### src/rtl/mips_pkg.sv
// Shared definitions for the multicycle MIPS control path:
// opcode/funct values, FSM states and datapath mux select codes.
package mips_pkg;

    localparam logic [5:0] OP_RTYPE = 6'd0;
    localparam logic [5:0] OP_J     = 6'd2;
    localparam logic [5:0] OP_JAL   = 6'd3;
    localparam logic [5:0] OP_BEQ   = 6'd4;
    localparam logic [5:0] OP_BNE   = 6'd5;
    localparam logic [5:0] OP_ADDI  = 6'd8;
    localparam logic [5:0] OP_SLTI  = 6'd10;
    localparam logic [5:0] OP_SLTIU = 6'd11;
    localparam logic [5:0] OP_ANDI  = 6'd12;
    localparam logic [5:0] OP_ORI   = 6'd13;
    localparam logic [5:0] OP_LUI   = 6'd15;
    localparam logic [5:0] OP_LW    = 6'd35;
    localparam logic [5:0] OP_LBU   = 6'd36;
    localparam logic [5:0] OP_LHU   = 6'd37;
    localparam logic [5:0] OP_SB    = 6'd40;
    localparam logic [5:0] OP_SH    = 6'd41;
    localparam logic [5:0] OP_SW    = 6'd43;

    localparam logic [5:0] FN_SLL  = 6'd0;
    localparam logic [5:0] FN_SRL  = 6'd2;
    localparam logic [5:0] FN_JR   = 6'd8;
    localparam logic [5:0] FN_ADD  = 6'd32;
    localparam logic [5:0] FN_SUB  = 6'd34;
    localparam logic [5:0] FN_OR   = 6'd37;
    localparam logic [5:0] FN_XOR  = 6'd38;
    localparam logic [5:0] FN_NOR  = 6'd39;
    localparam logic [5:0] FN_SLT  = 6'd42;
    localparam logic [5:0] FN_SLTU = 6'd43;

    typedef enum logic [3:0] {
        S_FETCH    = 4'd0,
        S_DECODE   = 4'd1,
        S_MEM_ADDR = 4'd2,
        S_MEM_RD   = 4'd3,
        S_MEM_WB   = 4'd4,
        S_MEM_WR   = 4'd5,
        S_R_EXEC   = 4'd6,
        S_R_WB     = 4'd7,
        S_BRANCH   = 4'd8,
        S_JUMP     = 4'd9,
        S_I_EXEC   = 4'd10,
        S_I_WB     = 4'd11,
        S_JR       = 4'd12,
        S_EXCEPT   = 4'd13
    } state_t;

    typedef enum logic [2:0] {
        CL_LOAD,
        CL_STORE,
        CL_RTYPE,
        CL_JR,
        CL_BRANCH,
        CL_JUMP,
        CL_ITYPE,
        CL_ILLEGAL
    } opclass_t;

    localparam logic [1:0] ALU_ADD   = 2'b00;
    localparam logic [1:0] ALU_SUB   = 2'b01;
    localparam logic [1:0] ALU_FUNCT = 2'b10;
    localparam logic [1:0] ALU_IOP   = 2'b11;

    localparam logic [1:0] RD_RT = 2'b00;
    localparam logic [1:0] RD_RD = 2'b01;
    localparam logic [1:0] RD_RA = 2'b10;

    localparam logic [1:0] M2R_ALU = 2'b00;
    localparam logic [1:0] M2R_MDR = 2'b01;
    localparam logic [1:0] M2R_PC  = 2'b10;

    localparam logic [1:0] SRCB_RT    = 2'b00;
    localparam logic [1:0] SRCB_FOUR  = 2'b01;
    localparam logic [1:0] SRCB_IMM   = 2'b10;
    localparam logic [1:0] SRCB_IMMSH = 2'b11;

    localparam logic [1:0] PCS_ALU  = 2'b00;
    localparam logic [1:0] PCS_OUT  = 2'b01;
    localparam logic [1:0] PCS_JUMP = 2'b10;
    localparam logic [1:0] PCS_EXC  = 2'b11;

endpackage

### src/rtl/mc_opcode_class.sv
// Classifies the IR opcode/funct pair into the instruction
// class that picks the FSM path out of DECODE.
module mc_opcode_class
    import mips_pkg::*;
(
    input  logic [5:0] i_opcode,
    input  logic [5:0] i_funct,
    output opclass_t   o_class
);

    opclass_t w_rclass;

    always_comb begin
        w_rclass = CL_ILLEGAL;
        case (i_funct)
            FN_JR:   w_rclass = CL_JR;
            FN_SLL, FN_SRL, FN_ADD, FN_SUB, FN_OR,
            FN_XOR, FN_NOR, FN_SLT, FN_SLTU:
                     w_rclass = CL_RTYPE;
            default: w_rclass = CL_ILLEGAL;
        endcase
    end

    always_comb begin
        o_class = CL_ILLEGAL;
        case (i_opcode)
            OP_RTYPE:                o_class = w_rclass;
            OP_LW, OP_LBU, OP_LHU:   o_class = CL_LOAD;
            OP_SW, OP_SB, OP_SH:     o_class = CL_STORE;
            OP_BEQ, OP_BNE:          o_class = CL_BRANCH;
            OP_J, OP_JAL:            o_class = CL_JUMP;
            OP_ADDI, OP_SLTI, OP_SLTIU,
            OP_ANDI, OP_ORI, OP_LUI: o_class = CL_ITYPE;
            default:                 o_class = CL_ILLEGAL;
        endcase
    end

endmodule

### src/rtl/multicycle_control.sv
// Moore sequencing FSM for the multicycle MIPS datapath: one pass
// per instruction, memory-ready handshake, trap on undefined encodings.
module multicycle_control
    import mips_pkg::*;
#(
    parameter int EXC_ENABLE = 1,
    parameter int ST_W       = 4
) (
    input  logic            clk,
    input  logic            rst,
    input  logic [5:0]      opcode,
    input  logic [5:0]      funct,
    input  logic            zero,
    input  logic            mem_ready,
    output logic            pc_write,
    output logic            iord,
    output logic            mem_read,
    output logic            mem_write,
    output logic            ir_write,
    output logic            reg_write,
    output logic [1:0]      reg_dst,
    output logic [1:0]      mem2reg,
    output logic            alu_src_a,
    output logic [1:0]      alu_src_b,
    output logic [1:0]      alu_op,
    output logic [1:0]      pc_source,
    output logic            exception,
    output logic [ST_W-1:0] state
);

    localparam logic EXC_ON = (EXC_ENABLE != 0);

    state_t   r_state;
    state_t   w_next;
    opclass_t w_class;

    mc_opcode_class u_class (
        .i_opcode (opcode),
        .i_funct  (funct),
        .o_class  (w_class)
    );

    always_ff @(posedge clk) begin
        if (rst) r_state <= S_FETCH;
        else     r_state <= w_next;
    end

    always_comb begin
        w_next = S_FETCH;
        case (r_state)
            S_FETCH:    w_next = mem_ready ? S_DECODE : S_FETCH;
            S_DECODE: begin
                case (w_class)
                    CL_LOAD, CL_STORE: w_next = S_MEM_ADDR;
                    CL_RTYPE:          w_next = S_R_EXEC;
                    CL_JR:             w_next = S_JR;
                    CL_BRANCH:         w_next = S_BRANCH;
                    CL_JUMP:           w_next = S_JUMP;
                    CL_ITYPE:          w_next = S_I_EXEC;
                    default:           w_next = S_EXCEPT;
                endcase
            end
            S_MEM_ADDR: w_next = (w_class == CL_STORE) ? S_MEM_WR : S_MEM_RD;
            S_MEM_RD:   w_next = mem_ready ? S_MEM_WB : S_MEM_RD;
            S_MEM_WR:   w_next = mem_ready ? S_FETCH : S_MEM_WR;
            S_R_EXEC:   w_next = S_R_WB;
            S_I_EXEC:   w_next = S_I_WB;
            default:    w_next = S_FETCH;
        endcase
    end

    // Reset overrides every state so an aborted instruction writes nothing.
    always_comb begin
        pc_write  = 1'b0;
        iord      = 1'b0;
        mem_read  = 1'b0;
        mem_write = 1'b0;
        ir_write  = 1'b0;
        reg_write = 1'b0;
        reg_dst   = RD_RT;
        mem2reg   = M2R_ALU;
        alu_src_a = 1'b0;
        alu_src_b = SRCB_RT;
        alu_op    = ALU_ADD;
        pc_source = PCS_ALU;
        exception = 1'b0;
        if (!rst) begin
            case (r_state)
                S_FETCH: begin
                    mem_read  = 1'b1;
                    alu_src_b = SRCB_FOUR;
                    ir_write  = mem_ready;
                    pc_write  = mem_ready;
                end
                S_DECODE: alu_src_b = SRCB_IMMSH;
                S_MEM_ADDR: begin
                    alu_src_a = 1'b1;
                    alu_src_b = SRCB_IMM;
                end
                S_MEM_RD: begin
                    mem_read = 1'b1;
                    iord     = 1'b1;
                end
                S_MEM_WB: begin
                    reg_write = 1'b1;
                    mem2reg   = M2R_MDR;
                end
                S_MEM_WR: begin
                    mem_write = 1'b1;
                    iord      = 1'b1;
                end
                S_R_EXEC: begin
                    alu_src_a = 1'b1;
                    alu_op    = ALU_FUNCT;
                end
                S_R_WB: begin
                    reg_write = 1'b1;
                    reg_dst   = RD_RD;
                end
                S_I_EXEC: begin
                    alu_src_a = 1'b1;
                    alu_src_b = SRCB_IMM;
                    alu_op    = ALU_IOP;
                end
                S_I_WB: reg_write = 1'b1;
                S_BRANCH: begin
                    alu_src_a = 1'b1;
                    alu_op    = ALU_SUB;
                    pc_source = PCS_OUT;
                    pc_write  = (opcode == OP_BNE) ? ~zero : zero;
                end
                S_JUMP: begin
                    pc_write  = 1'b1;
                    pc_source = PCS_JUMP;
                    if (opcode == OP_JAL) begin
                        reg_write = 1'b1;
                        reg_dst   = RD_RA;
                        mem2reg   = M2R_PC;
                    end
                end
                S_JR: begin
                    alu_src_a = 1'b1;
                    alu_op    = ALU_FUNCT;
                    pc_write  = 1'b1;
                end
                S_EXCEPT: begin
                    exception = EXC_ON;
                    pc_write  = EXC_ON;
                    pc_source = PCS_EXC;
                end
                default: ;
            endcase
        end
    end

    assign state = ST_W'(r_state);

endmodule
### config.mk
export PLATFORM = sky130hd
export DESIGN_NAME = multicycle_control
export DESIGN_NICKNAME = d
export VERILOG_FILES = /design/src/rtl/mips_pkg.sv /design/src/rtl/mc_opcode_class.sv /design/src/rtl/multicycle_control.sv
export SDC_FILE = /design/constraint.sdc
export NUM_CORES = 1
export LEC_CHECK = 0
export CAP_MARGIN = 20
export CORE_ASPECT_RATIO = 0.9
export CORE_MARGIN = 10
export CORE_UTILIZATION = 30
export DETAILED_ROUTE_END_ITERATION = 10
export GPL_TIMING_DRIVEN = 0
export HOLD_SLACK_MARGIN = 0.12
export PLACE_DENSITY_LB_ADDON = 0.2
export SYNTH_ARGS = -nofsm -noshare
export SYNTH_HDL_FRONTEND = slang
export SYNTH_HIERARCHICAL = 1
export SYNTH_SLANG_ARGS = --single-unit
### constraint.sdc
create_clock -name clk -period 2.54 [get_ports clk]
set_input_delay 0.508 -clock clk [delete_from_list [all_inputs] [get_ports clk]]
set_output_delay 0.508 -clock clk [all_outputs]
set_load 0.05 [all_outputs]
# Word-level counts from Yosys, hierarchy flattened
# Index checks and enable logic that the tools add are counted.
# totals
regBits,4
inputBits,16
output_inout_bits,22
word_cells,101
# classes
eq_ne,44
n_mux,37
bitwise,1
n_reduce_logical,18
# op_table
op,n
"equality test 6 bit, second input constant",13
"equality test 6 x 4 -> 1 bit, second input constant",7
one-hot mux 4 bit (7 select lines),1
"equality test 4 bit, second input constant",6
one-hot mux 4 bit (6 select lines),1
"equality test 6 x 2 -> 1 bit, second input constant",3
one-hot mux 2 bit (3 select lines),3
one-hot mux 3 bit (6 select lines),1
two-way mux 1 bit,17
"equality test 4 x 3 -> 1 bit, second input constant",4
OR reduction 2 bit,7
"equality test 6 x 3 -> 1 bit, second input constant",2
logical NOT 6 bit,2
two-way mux 2 bit,6
OR reduction 3 bit,4
"equality test 3 bit, second input constant",3
two-way mux 3 bit,3
OR reduction 9 bit,1
"equality test 4 x 2 -> 1 bit, second input constant",2
one-hot mux 2 bit (2 select lines),2
"equality test 3 x 2 -> 1 bit, second input constant",2
one-hot mux 3 bit (2 select lines),1
OR reduction 6 bit,1
OR reduction 5 bit,1
7 further kinds,7

# Logic depth before layout (Yosys ltp)
# logic_depth
depth_word,8
ltp_mapped,9
depth_no_buf,8

# Cells and area by module
# Netlist, hierarchy kept.
# by_module_without_submodules
mod,n_inst,cells_per_inst,area_per_inst_um2,seq_area_each_um2
multicycle_control,1,98,603.1,80.1
mc_opcode_class,1,35,241.5,0.0

# Worst setup path before layout
# Ideal clock, no wire load.
# synth_path
path_type,in2out
startpoint,input port opcode[3]
endpoint,output port mem2reg[1]
arrival_time_ns,2.596
setup_slack_ns,-0.564
stages,3
path_cell_list,or4b_4 > or4b_4 > nor3_1
# synth_via
elab_chain_len,4
# synth_rtl
element,line_no,text
from (decl),multicycle_control.sv:11,"input logic [5:0] opcode,"
equality test 6 x 2 -> 1 bit,multicycle_control.sv:135,if (opcode == OP_JAL) begin
two-way mux 2 bit,multicycle_control.sv:135,
one-hot mux 2 bit (2 select lines),multicycle_control.sv:88,case (r_state)
two-way mux 2 bit,multicycle_control.sv:87,if (!rst) begin
to (decl),multicycle_control.sv:22,"output logic [1:0] mem2reg,"
# Every way passes these cells.

# Final worst setup path
# layout_path
startpoint,input port opcode[3]
endpoint,output port reg_write
# layout_via
elab_chain_len,4
# layout_rtl
element,line_no,text
equality test 6 x 2 -> 1 bit,multicycle_control.sv:135,
two-way mux 1 bit,multicycle_control.sv:135,
one-hot mux 1 bit (2 select lines),multicycle_control.sv:88,
two-way mux 1 bit,multicycle_control.sv:87,
to (decl),multicycle_control.sv:20,"output logic reg_write,"
# Every way passes these cells.

==> run_summary.xml <==
<?xml version="1.0" encoding="UTF-8"?>
<metrics>
  <group name="outcome">
    <metric name="run_status" unit="">finished with violations</metric>
    <metric name="violations" unit="">setup timing</metric>
  </group>
  <group name="floorplan">
    <metric name="num_io_pins" unit="">38</metric>
    <metric name="fp.dieH" unit="um">70.3</metric>
    <metric name="die_w" unit="um">75.9</metric>
    <metric name="coreArea" unit="um^2">2730</metric>
    <metric name="start_util" unit="%">31.0</metric>
    <metric name="placement_row_count" unit="">18</metric>
    <metric name="die-area" unit="um^2">5340</metric>
  </group>
  <group name="worst_setup_path">
    <metric name="worstPathMaxFanout" unit="">3</metric>
    <metric name="cp_cell_sequence" unit="">buf_6, or4b_4, or4b_4, or2_4, a31oi_4, buf_6</metric>
    <metric name="path_delay_family" unit="">simple AND/OR/NAND/NOR gates</metric>
    <metric name="r2r-end" unit="">state[1]</metric>
    <metric name="cp_num_buf_inv" unit="">2</metric>
    <metric name="critPathRequiredTime" unit="ns">2.03</metric>
    <metric name="timing.critical_path.slowest_stage_cell" unit="">or4b_4</metric>
    <metric name="worst_r2r_path_depth" unit="">5</metric>
    <metric name="timing.critical_path.to_type" unit="">output pin</metric>
    <metric name="ff2ff_setup_slack" unit="ns">1.10</metric>
    <metric name="timing.setup.critical_path_class" unit="">in2out</metric>
    <metric name="cp_slowest_stage_delay" unit="ns">0.54</metric>
    <metric name="cp_data_arrival_time" unit="ns">2.23</metric>
    <metric name="worstReg2RegStart" unit="">state[0]</metric>
    <metric name="cp-start-kind" unit="">input pin</metric>
  </group>
  <group name="timing">
    <metric name="setup_viol" unit="">3</metric>
    <metric name="report.final.slew_viol_count" unit="">0</metric>
    <metric name="min_period" unit="ns">2.74</metric>
    <metric name="final_setup_tns" unit="ns">-0.317</metric>
    <metric name="finalCritPeriodShare" unit="%">108</metric>
    <metric name="slew_at_the_pin_closest_to_its_max_slew_limit" unit="ns">0.506</metric>
    <metric name="timing.clock.skew" unit="ns">0.00182</metric>
    <metric name="finalHoldViolCount" unit="">0</metric>
    <metric name="achievable-frequency" unit="MHz">365</metric>
    <metric name="maxSlewHeadroom" unit="%">66.1</metric>
    <metric name="grt_setup_unrepaired" unit="">true</metric>
    <metric name="post-route-worst-setup-slack" unit="ns">-0.198</metric>
  </group>
  <group name="logic_synthesis">
    <metric name="syn-instance-count" unit="">133</metric>
    <metric name="synthArstFlopShare" unit="%">0</metric>
    <metric name="synthesis.area" unit="um^2">845</metric>
    <metric name="postSynthAreaPerCell" unit="um^2">6.35</metric>
    <metric name="yosys_register_bits" unit="">4</metric>
    <metric name="ys_dominant_reg_cell" unit="">dfxtp_1</metric>
    <metric name="portion_of_the_post_synthesis_area_used_by_sequential_elements" unit="%">9.48</metric>
    <metric name="synth-warning-count" unit="">6</metric>
    <metric name="post_synth_num_cell_types" unit="">45</metric>
    <metric name="synth-edff-count" unit="">0</metric>
    <metric name="mappedNetlistNets" unit="">149</metric>
  </group>
  <group name="grt">
    <metric name="antenna_violations_before_repair" unit="">0</metric>
    <metric name="grt_pass1_wl" unit="um">5150</metric>
    <metric name="grt_max_degree" unit="">11</metric>
    <metric name="grtUsageTotal" unit="%">11.0</metric>
    <metric name="first_global_vias" unit="">1105</metric>
    <metric name="globalRoute.totalOverflow" unit="">0</metric>
  </group>
  <group name="clock_tree">
    <metric name="clkLatencyLatePin" unit="ns">0.23</metric>
    <metric name="tritoncts.num_buffers" unit="">3</metric>
    <metric name="clockRootBuffer" unit="">clkbuf_4</metric>
    <metric name="tritoncts" unit="">done</metric>
    <metric name="clock_tree.buffer_depth" unit="">2</metric>
    <metric name="path_clk_slew" unit="ns">0.03</metric>
    <metric name="cts.htree.levels" unit="">1</metric>
    <metric name="clock_sinks" unit="">4</metric>
    <metric name="post_cts_hold_buffer_count" unit="">0</metric>
  </group>
  <group name="place">
    <metric name="detailed_place_hpwl" unit="um">2410</metric>
    <metric name="gp_congestion" unit="">0.852</metric>
    <metric name="numPlacedInstances" unit="">209</metric>
    <metric name="port-buffer-count" unit="">36</metric>
  </group>
  <group name="routing">
    <metric name="number_of_remaining_drc_errors" unit="">0</metric>
    <metric name="ant_nets_after_route" unit="">0</metric>
    <metric name="detailroute.via_count" unit="">1153</metric>
    <metric name="drt_first_pass_iters" unit="">4</metric>
    <metric name="routed_wl" unit="um">3060</metric>
    <metric name="routed_wire_length_per_instance" unit="um">14.2</metric>
    <metric name="route.detailed.vias_per_inst" unit="">5.36</metric>
    <metric name="detailedRoute.firstIterationViolations" unit="">61</metric>
  </group>
  <group name="cells_and_area">
    <metric name="antenna_cells_inserted" unit="">0</metric>
    <metric name="drive_gt1_share" unit="%">36.6</metric>
    <metric name="finish.net_count" unit="">193</metric>
    <metric name="largest_register_ffs" unit="">4</metric>
    <metric name="finalNonFillerCells" unit="">215</metric>
    <metric name="syn2layout_area_growth" unit="%">71.3</metric>
  </group>
  <group name="flow_run">
    <metric name="count_of_max_cap_constraint_violations" unit="">0</metric>
  </group>
  <group name="worst_hold_path">
    <metric name="holdCritPathClass" unit="">reg2reg</metric>
    <metric name="timing.hold.worst.start" unit="">state[3]</metric>
    <metric name="min_to" unit="">state[0]</metric>
    <metric name="worst_hold_path.num_cells" unit="">2</metric>
  </group>
  <group name="power">
    <metric name="vdd_drop_max" unit="uV">409</metric>
    <metric name="power_leakage" unit="nW">0.588</metric>
    <metric name="fin_total_pwr" unit="mW">0.693</metric>
    <metric name="cellPowerDensity" unit="nW/um^2">479</metric>
  </group>
</metrics>
[worst register-to-register path: stages (launching register included)]
cell	delay [ns]
dfxtp_1	0.51
nand2b_1	0.14
clkbuf_2	0.24
a21oi_1	0.17
a32oi_1	0.11
a21oi_1	0.18
[worst max-delay path by stage]
stage / end / depth (start not counted) / startpoint / slack, ns
3_5_place_dp: reg_write / 6 / opcode[0] / -1.28
6_report: reg_write / 6 / opcode[3] / -0.20
5_1_grt: reg_write / 6 / opcode[3] / -0.23
4_1_cts: reg_write / 6 / opcode[5] / -0.33
3_3_place_gp: reg_write / 6 / opcode[0] / -1.28
2_1_floorplan: mem_write / 4 / state[0] / -0.27
[report_power, final]
part	switching, mW	internal, mW	leakage, nW
Sequential	0.0242	0.0750	0.0327
Combinational	0.343	0.175	0.541
Clock	0.0232	0.0526	0.0138
Total	0.390	0.302	0.588
[layer usage]
| layer | GRT usage (%) | up-vias | part of all wire, % |
|---|---|---|---|
| met1 | 14.3 | 532 | 46 |
| met5 | 0 | - | 0 |
| li1 | - | 585 | - |
| met2 | 17.5 | 32 | 48 |
| met4 | 3.78 | 0 | 1.2 |
| met3 | 2.05 | 4 | 5.6 |
[per-stage QoR]
step	hold WS, ns	instance area, um^2	util, %	setup slack (ns)
after floorplan	0.740	936	-	-0.268
after detailed placement	0.858	1350	49.4	-1.28
after global routing	0.835	1450	53.1	-0.229
after global placement	0.867	1350	49.4	-1.28
after CTS	0.872	1390	51.0	-0.329
final	0.808	1450	53.1	-0.198
[kinds of logic (layout without fill, tap and decap cells)]
kind of cell    Yosys count  count (layout)  share of synthesized area [%]
compound gates           40              40                           31.6
xor+xnor                  2               2                           2.07
buf+inv                  21              63                           11.3
flops                     4               4                           9.48
mux                       1               1                           1.19
simple gates             65              65                           44.4
[Yosys cell counts, types with 2 or more instances]
| library cell | n | share of area (%) |
|---|---|---|
| buf_4 | 2 | 1.8 |
| o21ai_0 | 5 | 3.0 |
| o21bai_1 | 2 | 1.8 |
| and4b_1 | 3 | 3.6 |
| nor3_1 | 14 | 8.3 |
| xnor2_1 | 2 | 2.1 |
| a221o_1 | 2 | 2.4 |
| a21oi_1 | 14 | 8.3 |
| a21boi_0 | 2 | 1.8 |
| or4b_4 | 2 | 3.3 |
| dfxtp_1 | 4 | 9.5 |
| clkbuf_1 | 10 | 4.4 |
| nand3_1 | 2 | 1.2 |
| a211oi_1 | 2 | 1.8 |
| nor4_1 | 6 | 4.4 |
| nand2b_1 | 4 | 3.0 |
| nand2_1 | 12 | 5.3 |
| a211o_1 | 3 | 3.1 |
| a31oi_1 | 3 | 2.2 |
| nor2_1 | 10 | 4.4 |
| inv_1 | 5 | 2.2 |
[layout make-up]
cell class	count	area (um^2)
plain buffers	13	82.6
flip-flops and latches	4	80.1
well taps	40	50.0
inverters	6	22.5
multi-input cells	108	795
clock buffers	3	22.5
repair buffers	41	394
fillers	278	1280
[repair_timing]
action	CTS	global route
pin swaps	5	6
buffers inserted	2	3
gates resized for setup	87	20
setup endpoints to repair	21	16
[layout by cell type, fill, tap and decap left out, types with 4 or more instances in the layout]
cell type / count
a21oi_1: 12
buf_4: 8
buf_6: 7
clkbuf_2: 9
clkdlybuf4s15_2: 7
clkdlybuf4s50_1: 9
dfxtp_1: 4
dlygate4sd2_1: 7
inv_1: 5
nand2_1: 12
nand2b_1: 4
nor2_1: 10
nor3_1: 6
nor3_2: 5
nor4_2: 5
o21ai_0: 4
(Power assumes the default switching activity.)
